File: src/rtl/rr_mux_sel_arbiter.sv
// rr_mux_sel_arbiter: round-robin arbiter that drives the 2-bit select of the
// downstream 4:1 mux. Requester i maps to sel value i. A grant lasts for up to
// BURST accepted beats, or until the granted request drops. One idle bubble
// cycle follows every grant before the next arbitration.
// Optional feature: define GRANT_CNT_EN to add a saturating 16-bit
// grant_total counter output.
module rr_mux_sel_arbiter #(
  parameter int BURST = 4,
  parameter int CW    = 8
) (
  input  logic          clk,
  input  logic          reset,
  input  logic [3:0]    req,
  input  logic          ready,
  output logic [1:0]    sel,
  output logic [3:0]    gnt,
  output logic          valid,
  output logic [CW-1:0] beat_cnt
`ifdef GRANT_CNT_EN
  ,
  output logic [15:0]   grant_total
`endif
);

  typedef enum logic {IDLE = 1'b0, GRANT = 1'b1} state_t;

  state_t        state_q, state_d;
  logic [1:0]    sel_q, sel_d;
  logic [3:0]    gnt_q, gnt_d;
  logic [CW-1:0] beat_cnt_q, beat_cnt_d;
  logic [1:0]    last_q, last_d;

  logic [1:0]    win;
  logic          found;
  logic [1:0]    idx;
  logic          beat;
  logic          last_beat;
  logic          start_grant;

  // valid follows the live request of the granted source; never valid in IDLE
  assign valid     = (state_q == GRANT) && req[sel_q];
  assign beat      = valid && ready;
  assign last_beat = (beat_cnt_q == CW'(BURST - 1));

  assign sel      = sel_q;
  assign gnt      = gnt_q;
  assign beat_cnt = beat_cnt_q;

  // Round-robin search: first set request starting just after the last winner
  always_comb begin
    win   = 2'b00;
    found = 1'b0;
    idx   = 2'b00;
    for (int i = 1; i <= 4; i++) begin
      idx = last_q + 2'(i);
      if (!found && req[idx]) begin
        win   = idx;
        found = 1'b1;
      end
    end
  end

  // Next-state logic: arbitrate in IDLE, count beats and detect release in GRANT
  always_comb begin
    state_d     = state_q;
    sel_d       = sel_q;
    gnt_d       = gnt_q;
    beat_cnt_d  = beat_cnt_q;
    last_d      = last_q;
    start_grant = 1'b0;
    case (state_q)
      IDLE: begin
        gnt_d      = 4'b0000;
        beat_cnt_d = '0;
        if (found) begin
          state_d     = GRANT;
          sel_d       = win;
          gnt_d       = 4'b0001 << win;
          start_grant = 1'b1;
        end
      end
      GRANT: begin
        // A dropped request releases without a beat even if ready is high
        if (!req[sel_q] || (beat && last_beat)) begin
          state_d    = IDLE;
          gnt_d      = 4'b0000;
          beat_cnt_d = '0;
          last_d     = sel_q;
        end else if (beat) begin
          beat_cnt_d = beat_cnt_q + 1'b1;
        end
      end
      default: begin
        state_d    = IDLE;
        gnt_d      = 4'b0000;
        beat_cnt_d = '0;
      end
    endcase
  end

  // State registers; reset leaves last=3 so requester 0 has first priority
  always_ff @(posedge clk) begin
    if (reset) begin
      state_q    <= IDLE;
      sel_q      <= 2'b00;
      gnt_q      <= 4'b0000;
      beat_cnt_q <= '0;
      last_q     <= 2'd3;
    end else begin
      state_q    <= state_d;
      sel_q      <= sel_d;
      gnt_q      <= gnt_d;
      beat_cnt_q <= beat_cnt_d;
      last_q     <= last_d;
    end
  end

`ifdef GRANT_CNT_EN
  logic [15:0] grant_total_q, grant_total_d;

  assign grant_total = grant_total_q;

  // Saturating count of IDLE->GRANT transitions
  always_comb begin
    grant_total_d = grant_total_q;
    if (start_grant && (grant_total_q != 16'hFFFF)) begin
      grant_total_d = grant_total_q + 16'd1;
    end
  end

  // Grant counter register
  always_ff @(posedge clk) begin
    if (reset) begin
      grant_total_q <= 16'd0;
    end else begin
      grant_total_q <= grant_total_d;
    end
  end
`else
  logic unused_start_grant;
  assign unused_start_grant = start_grant;
`endif

endmodule

File: config.mk
export PLATFORM = sky130hd
export DESIGN_NAME = rr_mux_sel_arbiter
export DESIGN_NICKNAME = d
export VERILOG_FILES = /design/src/rtl/rr_mux_sel_arbiter.sv
export SDC_FILE = /design/constraint.sdc
export NUM_CORES = 1
export LEC_CHECK = 0
export BUFFER_PORTS_ARGS = -buffer_cell sky130_fd_sc_hd__clkbuf_2
export CORE_ASPECT_RATIO = 0.7
export CORE_MARGIN = 2
export CORE_UTILIZATION = 30
export DETAILED_ROUTE_END_ITERATION = 12
export GPL_TIMING_DRIVEN = 0
export PLACE_DENSITY = 0.46
export SYNTH_ARGS = -nofsm -noshare
export SYNTH_HDL_FRONTEND = slang
export SYNTH_SLANG_ARGS = --single-unit
File: constraint.sdc
create_clock -name clk -period 3.5 [get_ports clk]
set_input_delay 0.525 -clock clk [delete_from_list [all_inputs] [get_ports clk]]
set_output_delay 0.525 -clock clk [all_outputs]
set_load 0.02 [all_outputs]
==> flow_summary.toml, run 1 <==
[place]
gp_congestion = 0.728
dpl_cell_area_sq_um = 1030
post-place-ws_ns = 1.36
io_buffers = 21
place_hpwl_microns = 1580

[hold_path]
min_from = "gnt[0]"
holdCritPathClass = "flop to flop"
holdPathEnd = "gnt[0]"
hold_depth = 1

[cts]
path_clk_slew_ns = 0.07
cts_hold_buf = 0
numCtsBuffers = 3
h-tree-depth = 1
cts-root-buf = "clkbuf_8"
cts_tree = "yes"
clk_latency_ns = 0.26
clock_path_buffers = 2
ctsResizeCount = 0
cts_sinks = 17
cts_setup_buffers = 0

[timing]
timing.final.crit_share = 0.638
tightest_slew_ns = 0.736
whs_ns = 0.474
layout_setup_ws_ns = 1.27
max_slew_margin = 0.506
drv_slew = 0
skew_ns = 0.00476
fmax_ghz = 0.448
tns_ns = 0
fin_crit_ns = 2.23
finalSetupViolCount = 0
rsz0062_at_grt = "false"
hold_viol = 0

[critical_path]
cp.arrival_ns = 1.71
setup.worst_path.start = "sel[1]"
reg2reg_slack_ns = 1.65
crit_required_ns = 2.97
cp_max_fo = 10
r2r_start = "sel[1]"
critical_path_class = "flop to primary output"
r2r-end = "gnt[2]"
worstSetupStartpointType = "flop"
end_kind = "primary output"
reg2regPathDepth = 5

[detailed_routing]
drt-pass1-iter-count = 4
drc = 0
drt_first_iter_violations = 30
ant_nets = 0
wl_microns = 2070
wl_per_cell_microns = 12.9
vias = 822
viasPerCell = 5.11

[status]
status = "complete, no violations"

[power]
p_leak_nw = 0.406
swShare = 0.292
p_per_area_nw_per_um2 = 419
p_comb_frac = 0.191
pwr-share-seq = 0.471
vdd_drop_max_mv = 0.255
internal_power_w = 0.000319
power.switching_w = 0.000132
clockPowerShare = 0.339

[global_route]
grt_max_degree = 12
grt_pass1_wl_microns = 3650
antenna_found_initial = 0
grt_pass1_vias = 779
grt-ovfl-total = 0
grt.total_usage = 0.144

[logic_synthesis]
async_reset_ff_frac = 0
synth_most_common_cell = "dfxtp_1"
ys_ff_latch = 17
synth_edf_count = 0
synth_top_area_share = 0.389
synth_cell_types = 32
yosysSeqAreaShare = 0.389
synth_area_leaders = "dfxtp_1, xnor2_1, a21oi_1, a211oi_1, nor2_1"
syn_nets = 108
yosysTopAreaCell = "dfxtp_1"
syn-instance-count = 100
synth_commonest_cells = "dfxtp_1, nor2_1, a21oi_1"
syn-cell-area_sq_um = 876
syn_avg_cell_area_sq_um = 8.76
yosysWarnings = 0
ys.flop_type = "dfxtp_1"

[floorplanning]
ios = 22
rows = 16
core-area_sq_um = 2780
initial_core_util = 0.315
die_h_microns = 49.2
die_w_microns = 68.6
dieArea_sq_um = 3370

[final_layout]
drive_gt1_frac = 0.256
num_antenna_cells = 0
syn_to_final_growth_pct = 22.7
final_util = 0.386
nets = 134
final_area_sq_um = 1070

[run]
maxCapViolCount = 0
[routing by layer]
metal | routed length (microns) | share of wire | GRT usage
met1 | 1130 | 0.54 | 0.220
met2 | 816 | 0.39 | 0.186
met4 | 19 | 0.0092 | 0.0300
met5 | 0 | 0 | 0
met3 | 111 | 0.054 | 0.0554
[sequential cells by signal, summed over array words and instances (netlist names)]
name and cells:
beat_cnt 8, gnt 4, last_q 2, sel 2, state_q 1
[stage by stage]
stage | cells | total power (W)
after detailed placement | 157 | 0.000302
after global routing | 161 | 0.000479
final | 161 | 0.000451
after global placement | 157 | 0.000302
after CTS | 161 | 0.000457
after floorplan | 100 | 0.000276
[layout make-up]
| class | instances | area (sq um) |
|---|---|---|
| Multi-Input combinational cell | 75 | 497 |
| Timing Repair Buffer | 21 | 105 |
| Clock buffer | 3 | 41.3 |
| Clock inverter | 1 | 7.51 |
| Tap cell | 36 | 45.0 |
| Sequential cell | 17 | 340 |
| Fill cell | 296 | 1710 |
| Buffer | 4 | 23.8 |
| Inverter | 4 | 15.0 |
[worst max-delay path: stages, from the launching register on]
cell and delay [ns]:
dfxtp_1 0.43, mux4_2 0.54, buf_6 0.16, and2_4 0.17, clkbuf_2 0.15
[worst max-delay path by stage]
| stage | to | slack [ns] |
|---|---|---|
| 2_1_floorplan | gnt[2] | 1.58 |
| 3_3_place_gp | valid | 1.36 |
| 3_5_place_dp | valid | 1.36 |
| 4_1_cts | valid | 1.25 |
| 5_1_grt | valid | 1.18 |
| 6_report | valid | 1.27 |
[power groups by stage]
| stage | logic [W] | clock network [W] | registers (W) |
|---|---|---|---|
| final | 0.0000859 | 0.000153 | 0.000212 |
| after global routing | 0.0000957 | 0.000169 | 0.000214 |
| after CTS | 0.0000859 | 0.000160 | 0.000212 |
| after detailed placement | 0.0000856 | 0 | 0.000216 |
| after global placement | 0.0000858 | 0 | 0.000216 |
| after floorplan | 0.0000529 | 0 | 0.000223 |
[cell families after synthesis]
logic type / synth area share
compound gates: 0.247
xor+xnor: 0.0600
fa+ha+maj: 0.0143
buf+inv: 0.0443
flops: 0.389
mux: 0.0257
simple gates: 0.220
[cell usage in the layout (no fill, tap or decap), types with 2 or more instances in the layout]
cell type and n:
a211o_1 3, a211oi_1 6, a21oi_1 9, a32o_1 2, clkbuf_1 2, clkbuf_2 22
clkbuf_8 3, dfxtp_1 17, inv_1 4, nand2_1 6, nand2b_1 4, nand3_1 5
nand4_1 3, nor2_1 11, nor3_1 2, o21ai_0 2, o2bb2ai_1 2, xnor2_1 6
Power figures use the tool's default switching activity.
==> run 2, diff against run 1 <==
==> constraint.sdc (replaced) <==
create_clock -name clk -period 2.1 [get_ports clk]
set_input_delay 0.315 -clock clk [delete_from_list [all_inputs] [get_ports clk]]
set_output_delay 0.315 -clock clk [all_outputs]
set_load 0.02 [all_outputs]
==> run 2 against run 1 <==
Critical path depth unchanged. Largest power group unchanged. Clock power rose by 66%. Flip-flop and latch count unchanged. Clock skew stayed put. Via count unchanged. Wire length unchanged. Sequential share of layout area up 0.080 points. Worst setup slack worse by 1.1 ns. Die area is the same. Count of clock-buffer cells in the layout stayed put. Final cell count unchanged. Critical path type unchanged. Global-route usage did not move.
==> flow_summary.toml, run 2 (synthesis results as in run 1) <==
[critical_path]
setup.worst_path.start = "sel[1]"
cp_max_fo = 10
reg2regPathDepth = 5
critical_path_class = "flop to primary output"
r2r_start = "sel[1]"
cp.arrival_ns = 1.64
crit_required_ns = 1.78
worstSetupStartpointType = "flop"
end_kind = "primary output"

[timing]
max_slew_margin = 0.506
skew_ns = 0.00476
timing.final.crit_share = 0.930
hold_viol = 0
tightest_slew_ns = 0.736
drv_slew = 0
finalSetupViolCount = 0
fin_crit_ns = 1.95
layout_setup_ws_ns = 0.146
fmax_ghz = 0.512
rsz0062_at_grt = "false"
tns_ns = 0

[cts]
clk_latency_ns = 0.26
cts_sinks = 17
numCtsBuffers = 3
clock_path_buffers = 2
h-tree-depth = 1
cts_tree = "yes"
cts-root-buf = "clkbuf_8"
path_clk_slew_ns = 0.07

[final_layout]
final_util = 0.387
final_cell_mix = "clkbuf_2, dfxtp_1, nor2_1"
final_common_cell = "clkbuf_2"
num_antenna_cells = 0
largest_reg_flops = 8
syn_to_final_growth_pct = 22.9
nets = 134
drive_gt1_frac = 0.264
instances_no_fill = 161
fillers = 296

[global_route]
grt.total_usage = 0.144
antenna_found_initial = 0
grt_max_degree = 12
grt_pass1_vias = 779
grt-ovfl-total = 0
grt_pass1_wl_microns = 3650

[detailed_routing]
drt_first_iter_violations = 30
viasPerCell = 5.11
ant_nets = 0
drt-pass1-iter-count = 4
wl_per_cell_microns = 12.9
drc = 0
vias = 822
wl_microns = 2070

[floorplanning]
core-area_sq_um = 2780
die_h_microns = 49.2
initial_core_util = 0.315
dieArea_sq_um = 3370
rows = 16
ios = 22
die_w_microns = 68.6

[place]
io_buffers = 21
dp.cells = 157
place_hpwl_microns = 1580
gp_congestion = 0.728
post-place-ws_ns = 0.260

[power]
clockPowerShare = 0.339
internal_power_w = 0.000532
pwr-share-seq = 0.471
p_leak_nw = 0.407
p_comb_frac = 0.191
power.switching_w = 0.000219
vdd_drop_max_mv = 0.426
swShare = 0.292
p_per_area_nw_per_um2 = 698

[hold_path]
hold_depth = 2
holdCritPathClass = "primary input to flop"
min_from = "ready"

[status]
status = "complete, no violations"

[run]
maxCapViolCount = 0
[run 2: path summary, 6_finish.rpt]
kind            endpoint  slack, ns
min          beat_cnt[1]       0.37
min reg2reg       gnt[0]       0.47
max reg2reg       gnt[2]       0.32
max                valid       0.15
[run 2: stage by stage]
step,hold slack (ns),total power [W],instance area [sq um]
4_1_cts,0.357,0.000762,1070
3_3_place_gp,0.449,0.000504,1030
2_1_floorplan,0.440,0.000459,876
5_1_grt,0.365,0.000799,1080
3_5_place_dp,0.449,0.000503,1030
6_report,0.369,0.000751,1080
[run 2: area by class of cell]
cell class	instances	area, sq um	share of cell area
Multi-Input combinational cell	75	497	0.462
Timing Repair Buffer	21	105	0.0977
Sequential cell	17	342	0.317
Buffer	4	23.8	0.0221
Tap cell	36	45.0	0.0419
Clock buffer	3	41.3	0.0384
Clock inverter	1	7.51	0.00698
Inverter	4	15.0	0.0140
[run 2: power groups by stage]
stage                     combinational [W]  sequential [W]  clock, W
after floorplan                   0.0000882        0.000371         0
after global placement             0.000143        0.000361         0
after detailed placement           0.000143        0.000361         0
after CTS                          0.000143        0.000353  0.000266
after global routing               0.000159        0.000357  0.000282
final                              0.000143        0.000354  0.000254
[run 2: worst max-delay path, stage by stage, from the launching register on]
cell      delay [ns]
dfxtp_2         0.38
mux4_2          0.52
buf_6           0.16
and2_4          0.17
clkbuf_2        0.15
[run 2: layer usage]
layer | wire [microns] | vias to the layer above | GRT usage
met5 | 0 | - | 0
met4 | 19 | 0 | 0.0300
met3 | 111 | 4 | 0.0554
met2 | 816 | 17 | 0.186
met1 | 1130 | 382 | 0.220
li1 | - | 419 | -
[run 2: timing repair]
| action | CTS | global route |
|---|---|---|
| endpoints found under the setup margin | 0 | 1 |
| setup buffers | 0 | 0 |
| hold buffers | 0 | 0 |
| resized for setup | 0 | 1 |
| hold endpoints to repair | 0 | 0 |
